`config.mk`:
```
export PLATFORM = sky130hd
export DESIGN_NAME = spi_slave_in_flat
export DESIGN_NICKNAME = d
export VERILOG_FILES = /design/src/rtl/spi_pkg.sv /design/src/rtl/spi_slave_in_if.sv /design/src/rtl/spi_slave_in_sync2.sv /design/src/rtl/spi_slave_in.sv /design/src/flat_wrapper.sv
export SDC_FILE = /design/constraint.sdc
export NUM_CORES = 1
export LEC_CHECK = 0
export CAP_MARGIN = 20
export CORE_UTILIZATION = 44
export DETAILED_ROUTE_END_ITERATION = 12
export GPL_TIMING_DRIVEN = 0
export PLACE_DENSITY = 0.82
export SLEW_MARGIN = 10
export SYNTH_ARGS = -nofsm -noshare
export SYNTH_HDL_FRONTEND = slang
export SYNTH_HIERARCHICAL = 1
export SYNTH_SLANG_ARGS = --single-unit
```
`constraint.sdc`:
```
create_clock -name clk -period 1.2 [get_ports clk]
set_input_delay 0.24 -clock clk [delete_from_list [all_inputs] [get_ports clk]]
set_output_delay 0.24 -clock clk [all_outputs]
set_load 0.03 [all_outputs]
```
`src/rtl/spi_pkg.sv`:
```
// Shared SPI link definitions used by both ends of the output-only master / receive-only slave pair.
// Idle levels double as synchroniser reset values, so reset cannot fabricate an edge.
package spi_pkg;

  localparam logic SPI_SCK_IDLE  = 1'b1;
  localparam logic SPI_CS_IDLE   = 1'b1;
  localparam logic SPI_MOSI_IDLE = 1'b1;
  localparam logic SPI_LSB_FIRST = 1'b1;

  typedef struct packed {
    logic rise;
    logic cs_fall;
    logic cs_rise;
  } spi_evt_t;

endpackage

```
`src/rtl/spi_slave_in_if.sv`:
```
// Pin-side SPI signals plus the parallel word bus of the receive-only slave.
interface spi_slave_in_if #(
  parameter int BITS = 4
);
  logic            sck;
  logic            cs;
  logic            mosi;
  logic [BITS-1:0] out_buf;
  logic            valid;
  logic            frame_err;
  logic            busy;

  modport master (
    output sck, cs, mosi,
    input  out_buf, valid, frame_err, busy
  );

  modport slave (
    input  sck, cs, mosi,
    output out_buf, valid, frame_err, busy
  );
endinterface

```
`src/rtl/spi_slave_in_sync2.sv`:
```
// Two-flop synchroniser for one asynchronous pin; resets to the pin's idle level.
module sync2 #(
  parameter logic RESET_VAL = 1'b1
) (
  input  logic clk,
  input  logic reset,
  input  logic d,
  output logic q
);
  logic r_meta;
  logic r_q;

  always_ff @(posedge clk) begin
    if (reset) begin
      r_meta <= RESET_VAL;
      r_q    <= RESET_VAL;
    end else begin
      r_meta <= d;
      r_q    <= r_meta;
    end
  end

  assign q = r_q;
endmodule

```
`src/rtl/spi_slave_in.sv`:
```
// Receive-only SPI slave: oversamples SCK/CS/MOSI in clk, assembles BITS-bit words,
// strobes valid on each complete word and frame_err on a CS rise mid-word.
module spi_slave_in
  import spi_pkg::*;
#(
  parameter int BITS = 4
) (
  input  logic          clk,
  input  logic          reset,
  spi_slave_in_if.slave bus
);
  localparam int            CW   = ($clog2(BITS) > 1) ? $clog2(BITS) : 1;
  localparam logic [CW-1:0] LAST = CW'(BITS - 1);

  logic            w_sck_s;
  logic            w_cs_s;
  logic            w_mosi_s;
  logic            r_sck_prev;
  logic            r_cs_prev;
  logic [CW-1:0]   r_cnt;
  logic [BITS-2:0] r_sh;
  logic [BITS-2:0] w_sh_next;
  logic [BITS-1:0] w_word;
  logic [BITS-1:0] r_out_buf;
  logic            r_valid;
  logic            r_frame_err;
  logic            r_busy;
  logic            w_take;
  spi_evt_t        w_evt;

  sync2 #(.RESET_VAL(SPI_SCK_IDLE)) u_sync_sck (
    .clk(clk), .reset(reset), .d(bus.sck), .q(w_sck_s)
  );
  sync2 #(.RESET_VAL(SPI_CS_IDLE)) u_sync_cs (
    .clk(clk), .reset(reset), .d(bus.cs), .q(w_cs_s)
  );
  sync2 #(.RESET_VAL(SPI_MOSI_IDLE)) u_sync_mosi (
    .clk(clk), .reset(reset), .d(bus.mosi), .q(w_mosi_s)
  );

  always_comb begin
    w_evt         = '0;
    w_evt.rise    = w_sck_s & ~r_sck_prev;
    w_evt.cs_fall = ~w_cs_s & r_cs_prev;
    w_evt.cs_rise = w_cs_s & ~r_cs_prev;
  end

  // A rise landing in the same cycle as the CS rise still belongs to the frame.
  assign w_take = w_evt.rise & (~w_cs_s | ~r_cs_prev);

  if (SPI_LSB_FIRST) begin : g_lsb
    assign w_word = {w_mosi_s, r_sh};
    if (BITS == 2) begin : g_sh_min
      assign w_sh_next = w_mosi_s;
    end else begin : g_sh_wide
      assign w_sh_next = {w_mosi_s, r_sh[BITS-2:1]};
    end
  end else begin : g_msb
    assign w_word = {r_sh, w_mosi_s};
    if (BITS == 2) begin : g_sh_min
      assign w_sh_next = w_mosi_s;
    end else begin : g_sh_wide
      assign w_sh_next = {r_sh[BITS-3:0], w_mosi_s};
    end
  end

  always_ff @(posedge clk) begin
    if (reset) begin
      r_sck_prev  <= SPI_SCK_IDLE;
      r_cs_prev   <= SPI_CS_IDLE;
      r_cnt       <= '0;
      r_sh        <= '0;
      r_out_buf   <= '0;
      r_valid     <= 1'b0;
      r_frame_err <= 1'b0;
      r_busy      <= 1'b0;
    end else begin
      r_sck_prev  <= w_sck_s;
      r_cs_prev   <= w_cs_s;
      r_busy      <= ~w_cs_s;
      r_valid     <= 1'b0;
      r_frame_err <= 1'b0;
      if (w_evt.cs_fall) begin
        r_cnt <= '0;
      end else if (w_take) begin
        if (r_cnt == LAST) begin
          r_out_buf <= w_word;
          r_valid   <= 1'b1;
          r_cnt     <= '0;
        end else if (w_evt.cs_rise) begin
          r_frame_err <= 1'b1;
          r_cnt       <= '0;
        end else begin
          r_sh  <= w_sh_next;
          r_cnt <= r_cnt + 1'b1;
        end
      end else if (w_evt.cs_rise && (r_cnt != '0)) begin
        r_frame_err <= 1'b1;
        r_cnt       <= '0;
      end
    end
  end

  assign bus.out_buf   = r_out_buf;
  assign bus.valid     = r_valid;
  assign bus.frame_err = r_frame_err;
  assign bus.busy      = r_busy;
endmodule

```
`src/flat_wrapper.sv`:
```
// flat-port wrapper written by rule: the top's interface ports become plain ports
module spi_slave_in_flat import spi_pkg::*;
#(
  parameter int BITS = 4
)
  (clk, reset, bus_sck, bus_cs, bus_mosi, bus_out_buf, bus_valid, bus_frame_err, bus_busy);
  spi_slave_in_if #(.BITS(BITS)) bus_i ();
  input  logic clk;
  input  logic reset;
  input wire logic [$bits(bus_i.sck)-1:0] bus_sck;
  input wire logic [$bits(bus_i.cs)-1:0] bus_cs;
  input wire logic [$bits(bus_i.mosi)-1:0] bus_mosi;
  output wire logic [$bits(bus_i.out_buf)-1:0] bus_out_buf;
  output wire logic [$bits(bus_i.valid)-1:0] bus_valid;
  output wire logic [$bits(bus_i.frame_err)-1:0] bus_frame_err;
  output wire logic [$bits(bus_i.busy)-1:0] bus_busy;
  assign bus_i.sck = bus_sck;
  assign bus_i.cs = bus_cs;
  assign bus_i.mosi = bus_mosi;
  assign bus_out_buf = bus_i.out_buf;
  assign bus_valid = bus_i.valid;
  assign bus_frame_err = bus_i.frame_err;
  assign bus_busy = bus_i.busy;
  spi_slave_in #(.BITS(BITS)) u_core (.clk(clk), .reset(reset), .bus(bus_i));
endmodule
```
; ---- Word-level counts from Yosys, hierarchy flattened
; Index checks and enable logic that the tools add are counted.
[totals]
regBits = 20
in_bits = 5
output_inout_bits = 7
elab_cells = 44
[classes]
addsub = 1
eq_ne = 1
mux = 9
bitwise_logic = 12
reduce_logical = 7
[ops]
columns = op, n
row1 = 2-to-1 mux 2 bit, 4
row2 = inverter 1 bit, 7
row3 = 2-to-1 mux 1 bit, 5
row4 = bitwise AND 1 bit, 4
row5 = AND reduction 4 bit, 1
row6 = nonzero test 2 bit, 2
row7 = AND reduction 3 bit, 1
row8 = OR reduction 3 bit, 1
row9 = "adder 2 x 1 -> 2 bit, second input constant", 1
row10 = "== test 2 bit, second input constant", 1
row11 = OR reduction 2 bit, 1
row12 = logical AND 1 bit, 1
row13 = bitwise OR 1 bit, 1

; ---- Longest topological paths before layout
; Gate-level depths: netlist of run 1.
[depth]
depth_word = 5
ltp_mapped = 5

; ---- Modules after synthesis
; Netlist of run 1, hierarchy kept.
[modules_own_cells]
columns = module, n_inst, cells_each, area_each_um2, seq_area_each_um2
row1 = spi_slave_in, 1, 55, 558.0, 280.3
row2 = sync2, 3, 4, 52.6, 40.0

; ---- Worst setup path after synthesis of run 1
; Ideal clock, no wire load.
[synth_timing]
path_kind = register to register
startpoint = reg u_core.r_cnt[0]
endpoint = reg u_core.r_sh[1]
arrival_time_ns = 1.206
path_slack_ns = -0.125
path_stages_with_launch = 5
synth_period_minus_slack_ns = 1.325
cell_sequence = dfxtp_1 -> ha_1 -> or4_1 -> buf_2 -> mux2i_1
[synth_via]
elab_chain_len = 3
[synth_rtl]
columns = element, line_no
row1 = "start, declared", spi_slave_in.sv:20  ; logic [CW-1:0] r_cnt;
row2 = "start signal, assigned", spi_slave_in.sv:95  ; r_cnt <= r_cnt + 1'b1;
row3 = == test 2 bit, spi_slave_in.sv:86  ; if (r_cnt == LAST) begin
row4 = inverter 1 bit (no source line), --
row5 = AND reduction 4 bit (no source line), --
row6 = "end signal, assigned", spi_slave_in.sv:94  ; r_sh <= w_sh_next;
row7 = "end, declared", spi_slave_in.sv:21  ; logic [BITS-2:0] r_sh;
; Every way passes these cells.
; A chain may end at the register's enable or synchronous reset.

; ---- Worst setup path in the final report of run 1
[layout_timing]
startpoint = reg u_core.r_sck_prev
endpoint = reg u_core.r_sh[0]
[layout_via]
elab_chain_len = 4
[layout_rtl]
columns = element, line_no
row1 = "start, declared", spi_slave_in.sv:18  ; logic r_sck_prev;
row2 = "start signal, assigned", spi_slave_in.sv:78  ; r_sck_prev <= w_sck_s;
row3 = inverter 1 bit, spi_slave_in.sv:43  ; w_evt.rise = w_sck_s & ~r_sck_prev;
row4 = bitwise AND 1 bit, spi_slave_in.sv:43
row5 = bitwise AND 1 bit, spi_slave_in.sv:49  ; assign w_take = w_evt.rise & (~w_cs_s | ~r_cs_prev);
row6 = AND reduction 4 bit (no source line), --
; Every way passes these cells.

==> results of run 1 <==
==> Yosys cell counts <==
| cell type | count | area (um^2) |
|---|---|---|
| ha_1 | 2 | 25.0 |
| nand2b_1 | 5 | 31.3 |
| or4_1 | 1 | 7.51 |
| mux2i_1 | 8 | 80.1 |
| clkbuf_1 | 1 | 3.75 |
| a31oi_1 | 1 | 6.26 |
| or2_1 | 6 | 37.5 |
| nand3_1 | 2 | 10.0 |
| nor2b_1 | 2 | 12.5 |
| o21ai_0 | 2 | 10.0 |
| and3_2 | 1 | 7.51 |
| and3b_2 | 1 | 10.0 |
| nor2_1 | 6 | 22.5 |
| inv_1 | 3 | 11.3 |
| buf_2 | 2 | 10.0 |
| or2b_1 | 1 | 7.51 |
| dfxtp_1 | 20 | 400 |
| or2_2 | 1 | 6.26 |
| nor4_1 | 1 | 6.26 |
| nor4bb_1 | 1 | 10.0 |
==> per-layer routing <==
metal	share of wire	track usage	vias up	routed length [um]
met4	0.0089	0.0938	0	10
met3	0.028	0.0259	2	32
met1	0.44	0.145	238	497
met2	0.52	0.237	8	586
met5	0	0	-	0
li1	-	-	250	-
==> layout make-up <==
class	instances	area [um^2]	share of cell area
sequential	20	410	0.439
multi-input combinational	41	344	0.368
timing repair buffer	12	100	0.107
clock buffer	4	36.3	0.0388
tap	16	20.0	0.0214
buffer	2	12.5	0.0134
inverter	3	11.3	0.0120
==> worst paths after layout <==
check	startpoint	to	slack [ns]	cells past startpoint
worst max-delay path	u_core/r_sck_prev	u_core/r_sh[0]	-0.07	3
worst min-delay path	u_core/u_sync_cs/r_meta	u_core/u_sync_cs/q	0.42	1
worst max register to register	u_core/r_sck_prev	u_core/r_sh[0]	-0.07	3
worst min register to register	u_core/u_sync_cs/r_meta	u_core/u_sync_cs/q	0.42	1
==> sequential cells by signal, summed over array words and instances (netlist names) <==
| name | flops |
|---|---|
| u_core/bus.out_buf | 4 |
| u_core/r_sh | 3 |
| u_core/r_cnt | 2 |
| u_core/bus.busy | 1 |
| u_core/bus.frame_err | 1 |
| u_core/bus.valid | 1 |
| u_core/r_cs_prev | 1 |
| u_core/r_sck_prev | 1 |
| u_core/u_sync_cs/q | 1 |
| u_core/u_sync_cs/r_meta | 1 |
| u_core/u_sync_mosi/q | 1 |
| u_core/u_sync_mosi/r_meta | 1 |
| u_core/u_sync_sck/q | 1 |
| u_core/u_sync_sck/r_meta | 1 |
==> kinds of logic after synthesis <==
group	synth area share
AO/OA/AOI/OAI	0.0227
adder cells (fa/ha/maj)	0.0350
buffers and inverters	0.0350
flip-flops	0.559
multiplexers	0.112
AND/OR/NAND/NOR	0.236
==> where the power goes <==
part	total (mW)	internal (mW)	switching (mW)
clock network	0.375	0.185	0.190
registers	0.681	0.672	0.00869
logic	0.0476	0.0278	0.0199
==> stage by stage <==
stage | power (mW) | hold WS (ns) | setup WS, ns | cells | TNS [ns]
global placement | 0.741 | 0.386 | -0.445 | 94 | -4.09
global route | 1.15 | 0.432 | -0.113 | 98 | -0.812
finish | 1.10 | 0.420 | -0.0733 | 98 | -0.271
CTS | 1.12 | 0.425 | -0.0460 | 98 | -0.242
detailed placement | 0.743 | 0.399 | -0.490 | 94 | -4.34
floorplan | 0.720 | 0.337 | -0.0456 | 67 | -0.136
==> cells in the final DEF, fill, tap and decap left out, drive strengths merged, types with 2 or more instances in the layout <==
master          n
ha              2
clkdlybuf4s15   3
nand3           2
nand2b          5
o21ai           2
clkbuf          5
nor2            6
dfxtp          20
or2             7
inv             3
nor2b           2
clkdlybuf4s50   3
buf             6
mux2i           8
==> repair_timing <==
item / 4_1_cts / 5_1_grt
buffers inserted: 1 / 0
pin swaps: 2 / 4
setup endpoints to repair: 17 / 13
resized for setup: 34 / 12
==> critical path, stage by stage (launching register included) <==
cell and delay (ns):
dfxtp_4 0.37, nand2b_4 0.14, or4_4 0.51, mux2i_1 0.15
==> flow_summary_export.csv, run 1 <==
group,metric,value,unit
sta,tightest_slew,0.293,ns
cts,path_clk_slew,0.10,ns
die,die_area,1790,um^2
cts,clockBufferDepth,2,
synthesis,netlist_area,716,um^2
synthesis,synth_cells,67,
job,max_cap_violations,0,
route,ant_nets,0,
global_route,grtUsageTotal,0.136,
finish,final_area,935,um^2
worst_setup_path,path_class,"reg -> reg",
die,rows,14,
finish,fillCellCount,122,
die,die_w,42.3,um
worst_setup_path,arrival,1.46,ns
sta,finalCriticalPeriod,1.27,ns
placed_design,place_area,858,um^2
cts,root_buffer,"clkbuf_4",
finish,drive_above_1_share,0.354,
cts,insertion_delay,0.29,ns
die,fp.dieH,42.3,um
synthesis,ys_warn_count,6,
synthesis,synth_nets,74,
placed_design,post-dp-hpwl,753,um
global_route,antenna_found_initial,0,
finish,post-route-util,0.620,
finish,syn_to_final_growth,30.6,%
route,viasPerCell,5.08,
worst_setup_path,cp_max_fo,3,
sta,clock_skew,0.00704,ns
sta,finalCritPeriodShare,1.06,
route,drt-pass1-iter-count,2,
sta,hold_viol_final,0,
worst_hold_path,hold_class,"reg -> reg",
sta,layout_setup_ws,-0.0733,ns
power,total_leakage_power,0.392,nW
synthesis,synthDistinctLibCells,20,
synthesis,ys_ff_latch,20,
power,powerDensity,1180,nW/um^2
run_status,outcome,"complete, but fails checks",
die,core,1510,um^2
synthesis,syn-mean-instance-area,10.7,um^2
cts,htreeDepth,1,
cts,cts_tree,"yes",
global_route,first_global_vias,483,
global_route,grt_max_degree,12,
route,drt_iter0_drc,6,
cts,cts_hold_buffers,0,
finish,diodes,0,
run_status,violations,"setup timing",
sta,setup_viol,8,
power,max-vdd-ir-drop,0.000750,V
placed_design,place_congestion,0.704,
route,wl,1.13,mm
finish,nets,90,
route,via_count,498,
die,initial_core_util,0.475,
synthesis,seq_area_frac_synth,0.559,
sta,max_slew_margin,0.805,
die,ios,12,
cts,numClockSinks,20,
sta,rsz0062_at_grt,"true",
route,wl_per_cell,11.5,um
route,drcViolationCount,0,
global_route,grt-ovfl-total,0,
sta,clock.fmax,0.785,GHz
sta,slew_viol_final,0,
placed_design,io_buffers,11,
cts,numCtsBuffers,3,
worst_setup_path,end_kind,"register",
worst_setup_path,start_kind,"register",
worst_setup_path,critPathRequiredTime,1.38,ns
global_route,grt_pass1_wl,1.86,mm
Power figures use the tool's default switching activity.
==> run 2: changes to the inputs <==
--- a/config.mk
+++ b/config.mk
@@ -6,10 +6,12 @@
 export NUM_CORES = 1
 export LEC_CHECK = 0
 export CAP_MARGIN = 20
-export CORE_UTILIZATION = 44
+export CELL_PAD_IN_SITES_DETAIL_PLACEMENT = 1
+export CELL_PAD_IN_SITES_GLOBAL_PLACEMENT = 2
+export CORE_UTILIZATION = 28
 export DETAILED_ROUTE_END_ITERATION = 12
 export GPL_TIMING_DRIVEN = 0
-export PLACE_DENSITY = 0.82
+export PLACE_DENSITY = 0.81
 export SLEW_MARGIN = 10
 export SYNTH_ARGS = -nofsm -noshare
 export SYNTH_HDL_FRONTEND = slang
==> flow_summary_export.csv, run 2 (synthesis gave the netlist of run 1 again) <==
group,metric,value,unit
run_status,outcome,"complete, but fails checks",
run_status,violations,"setup timing",
cts,clockBufferDepth,2,
power,powerDensity,1320,nW/um^2
placed_design,place_area,873,um^2
sta,rsz0062_at_grt,"true",
power,p_int,1.04,mW
finish,final_area,963,um^2
worst_hold_path,hold_class,"reg -> reg",
power,pwr-share-clk,0.426,
route,wl_per_cell,11.5,um
power,total_leakage_power,0.396,nW
worst_setup_path,cp_max_fo,3,
worst_setup_path,path_class,"reg -> reg",
job,max_cap_violations,0,
sta,clock_skew,0.00980,ns
die,core,2320,um^2
cts,insertion_delay,0.30,ns
global_route,grtUsageTotal,0.112,
sta,holdWs,0.418,ns
placed_design,post-dp-hpwl,885,um
power,comb_power_share,0.038,
route,viasPerCell,4.52,
finish,most-common-layout-cells,"dfxtp_1 (16), mux2i_1 (8), nor2_1 (6), or2_1 (6)",
cts,cts_tree,"yes",
finish,drive_above_1_share,0.333,
worst_setup_path,critPathRequiredTime,1.40,ns
power,p_sw_frac,0.183,
power,power_switching,233,uW
global_route,grt_pass1_wl,2.17,mm
finish,syn_to_final_growth,34.6,%
global_route,grt-ovfl-total,0,
placed_design,io_buffers,11,
cts,path_clk_slew,0.12,ns
global_route,antenna_found_initial,0,
global_route,first_global_vias,485,
cts,postCtsSetupBuffers,0,
sta,hold_viol_final,0,
route,ant_nets,0,
finish,post-route-util,0.416,
sta,finalCritPeriodShare,1.04,
die,fp.dieH,52.6,um
global_route,grt_max_degree,13,
finish,nets,89,
die,initial_core_util,0.309,
sta,max_slew_margin,0.768,
die,die_area,2760,um^2
die,rows,17,
worst_hold_path,holdPathStages,1,
route,via_count,493,
worst_setup_path,worstRegToRegCells,3,
cts,root_buffer,"clkbuf_4",
route,wl,1.25,mm
cts,numClockSinks,20,
sta,setup_viol,9,
finish,largest_reg_flops,4,
power,seq_power_share,0.537,
placed_design,place_congestion,0.765,
sta,tightest_slew,0.346,ns
sta,clock.fmax,0.798,GHz
die,ios,12,
route,drt-pass1-iter-count,2,
finish,fillCellCount,272,
placed_design,dp_slack,-0.574,ns
worst_setup_path,arrival,1.45,ns
worst_setup_path,end_kind,"register",
sta,finalCriticalPeriod,1.25,ns
route,drt_iter0_drc,2,
finish,diodes,0,
finish,final_common_cell,"dfxtp_1",
sta,slew_viol_final,0,
die,die_w,52.6,um
worst_setup_path,start_kind,"register",
cts,numCtsBuffers,3,
route,drcViolationCount,0,
sta,layout_setup_ws,-0.0536,ns
power,max-vdd-ir-drop,0.000701,V
cts,htreeDepth,1,
## run 2: stage by stage
stage	setup TNS (ns)	power, mW	instances
6_report	-0.311	1.27	109
5_1_grt	-0.756	1.32	109
4_1_cts	-0.407	1.29	109
3_5_place_dp	-5.65	0.745	106
3_3_place_gp	-4.97	0.743	106
2_1_floorplan	-0.136	0.720	67
## run 2: final cells by class
type | count | area [um^2] | area share
buffer | 2 | 16.3 | 0.0169
tap | 28 | 35.0 | 0.0364
timing repair buffer | 11 | 92.6 | 0.0961
clock inverter | 1 | 30.0 | 0.0312
inverter | 3 | 11.3 | 0.0117
multi-input combinational | 41 | 348 | 0.361
clock buffer | 3 | 22.5 | 0.0234
sequential | 20 | 408 | 0.423
## run 2: critical path: stages (launching register included)
cell      delay [ns]
dfxtp_2         0.36
nand2b_4        0.14
or4_4           0.52
mux2i_1         0.14
## run 2: timing repair
item                                   in CTS  in global routing
endpoints found under the hold margin       0                  0
gates resized for setup                    36                 10
setup endpoints to repair                  20                 10
pin swaps                                   1                  5
hold buffers                                0                  0
## run 2: metal layers
layer  routed length [um]  part of all wire  vias to the layer above  GRT usage
met3                   40             0.032                        2     0.0348
li1                     -                 -                      252          -
met4                   26             0.021                        0     0.0789
met5                    0                 0                        -          0
met2                  588              0.47                        8      0.175
met1                  597              0.48                      231      0.129
## run 2: final timing paths
check | startpoint | to | slack (ns)
worst min register to register | u_core/u_sync_cs/r_meta | u_core/u_sync_cs/q | 0.42
worst max-delay path | u_core/r_sck_prev | u_core/r_sh[1] | -0.05
worst min-delay path | u_core/u_sync_cs/r_meta | u_core/u_sync_cs/q | 0.42
worst max register to register | u_core/r_sck_prev | u_core/r_sh[1] | -0.05
## run 2: power groups by stage
stage | combinational [mW] | sequential (mW) | clock (mW)
6_report | 0.0479 | 0.682 | 0.541
5_1_grt | 0.0528 | 0.684 | 0.583
4_1_cts | 0.0467 | 0.684 | 0.559
3_5_place_dp | 0.0471 | 0.698 | 0
3_3_place_gp | 0.0456 | 0.697 | 0
2_1_floorplan | 0.0219 | 0.698 | 0
==> run 3: changes to the inputs <==
--- a/config.mk
+++ b/config.mk
@@ -5,12 +5,13 @@
 export SDC_FILE = /design/constraint.sdc
 export NUM_CORES = 1
 export LEC_CHECK = 0
+export ABC_CLOCK_PERIOD_IN_PS = 1200
 export CAP_MARGIN = 20
 export CELL_PAD_IN_SITES_DETAIL_PLACEMENT = 1
 export CELL_PAD_IN_SITES_GLOBAL_PLACEMENT = 2
 export CORE_UTILIZATION = 28
 export DETAILED_ROUTE_END_ITERATION = 12
-export GPL_TIMING_DRIVEN = 0
+export HOLD_SLACK_MARGIN = 0.08
 export PLACE_DENSITY = 0.81
 export SLEW_MARGIN = 10
 export SYNTH_ARGS = -nofsm -noshare
==> flow_summary_export.csv, run 3 (synthesis gave the netlist of run 1 again) <==
group,metric,value,unit
cts,cts_tree,"yes",
power,totalPowerFinal,1.13,mW
cts,htreeDepth,1,
power,max-vdd-ir-drop,0.000662,V
cts,root_buffer,"clkbuf_4",
worst_setup_path,crit_path_max_incr_delay,0.37,ns
route,drcViolationCount,0,
sta,tightest_slew,0.412,ns
die,die_area,2760,um^2
sta,max_slew_margin,0.723,
power,seq_power_share,0.604,
global_route,grt_pass1_wl,2.29,mm
sta,layout_setup_ws,-0.0545,ns
run_status,outcome,"complete, but fails checks",
finish,nets,95,
cts,clockBufferDepth,2,
worst_setup_path,start_kind,"register",
sta,finalCritPeriodShare,1.05,
cts,insertion_delay,0.29,ns
global_route,grt-ovfl-total,0,
sta,setup_viol,8,
finish,final_common_cell,"dfxtp_1",
route,wl_per_cell,11.4,um
worst_setup_path,path_class,"reg -> reg",
die,die_w,52.6,um
power,total_leakage_power,0.421,nW
worst_setup_path,critPathRequiredTime,1.40,ns
die,core,2320,um^2
worst_setup_path,crit_slowest_cell,"dfxtp_2",
run_status,violations,"setup timing",
power,power_switching,232,uW
worst_setup_path,arrival,1.45,ns
die,initial_core_util,0.309,
cts,numCtsBuffers,3,
cts,numClockSinks,20,
placed_design,io_buffers,11,
power,comb_power_share,0.054,
finish,most-common-layout-cells,"dfxtp_1 (16), buf_4 (13), mux2i_1 (8)",
job,max_cap_violations,0,
worst_setup_path,end_kind,"register",
route,via_count,513,
route,ant_nets,0,
sta,slew_viol_final,0,
power,pwr-share-clk,0.342,
die,ios,12,
worst_setup_path,path_buf_inv,1,
sta,clock.fmax,0.797,GHz
sta,clock_skew,0.00369,ns
route,wl,1.31,mm
global_route,antenna_found_initial,0,
sta,setup_tns,-0.297,ns
route,drt-pass1-iter-count,2,
power,p_sw_frac,0.205,
route,viasPerCell,4.46,
sta,rsz0062_at_grt,"true",
placed_design,placedCellCount,110,
die,rows,17,
finish,drive_above_1_share,0.379,
power,powerDensity,1140,nW/um^2
finish,largest_reg_flops,4,
finish,diodes,0,
route,drt_iter0_drc,2,
global_route,grt_max_degree,17,
finish,layout.cells.non_filler,115,
finish,syn_to_final_growth,38.8,%
placed_design,place_congestion,0.733,
power,p_int,898,uW
worst_setup_path,cp_max_fo,5,
sta,hold_viol_final,0,
global_route,first_global_vias,515,
worst_hold_path,hold_class,"reg -> reg",
die,fp.dieH,52.6,um
worst_setup_path,crit_chain,"ha_4, nor4bb_4, buf_6, mux2i_1, nor2_1",
cts,path_clk_slew,0.11,ns
worst_setup_path,cp_top_family,"flip-flops",
global_route,grtUsageTotal,0.122,
sta,finalCriticalPeriod,1.25,ns
[run 3: cell types whose count changed in the layout (fill, tap and decap cells not counted), sizes merged]
cell	change
clkdlybuf4s15	-3
bufinv	-1
buf	+10
clkdlybuf4s50	+1
dlygate4sd2	-1
[run 3: area by class of cell]
| type | count | area (um^2) |
|---|---|---|
| clock buffer | 4 | 36.3 |
| fill | 255 | 1330 |
| inverter | 3 | 11.3 |
| multi-input combinational | 41 | 345 |
| sequential | 20 | 405 |
| tap | 28 | 35.0 |
| timing repair buffer | 19 | 160 |
[run 3: worst paths after layout]
check,from,endpoint,slack (ns),cells after the start
min reg2reg,u_core/u_sync_mosi/r_meta,u_core/u_sync_mosi/q,0.42,1
min,u_core/u_sync_mosi/r_meta,u_core/u_sync_mosi/q,0.42,1
max,u_core/r_cnt[0],u_core/bus.out_buf[1],-0.05,5
max reg2reg,u_core/r_cnt[0],u_core/bus.out_buf[1],-0.05,5
[run 3: power groups by stage]
stage          Combinational (mW)  Sequential (mW)  Clock, mW
2_1_floorplan              0.0219            0.698          0
3_3_place_gp               0.0555            0.696          0
3_5_place_dp               0.0565            0.696          0
4_1_cts                    0.0592            0.683      0.408
5_1_grt                    0.0663            0.685      0.447
6_report                   0.0608            0.682      0.386
[run 3: per-stage QoR]
step,hold slack [ns],instance area [um^2],setup WS [ns],util
after floorplan,0.337,728,-0.0456,-
after global placement,0.388,895,-0.149,0.386
after detailed placement,0.394,895,-0.187,0.386
after CTS,0.423,968,-0.0837,0.418
after global routing,0.464,993,-0.118,0.428
final,0.422,993,-0.0545,0.428
[run 3: timing repair]
| action | 4_1_cts | 5_1_grt |
|---|---|---|
| hold buffers | 0 | 0 |
| buffers inserted | 0 | 1 |
| gates resized for setup | 10 | 3 |
| setup endpoints to repair | 10 | 10 |
| pin swaps | 2 | 2 |
[run 3: routing by layer]
layer  GRT usage  wire length, um  vias up
met4      0.0658               14        0
met2       0.196              648        8
met5           0                0        -
met3      0.0435               43        2
li1            -                -      262
met1       0.140              602      241
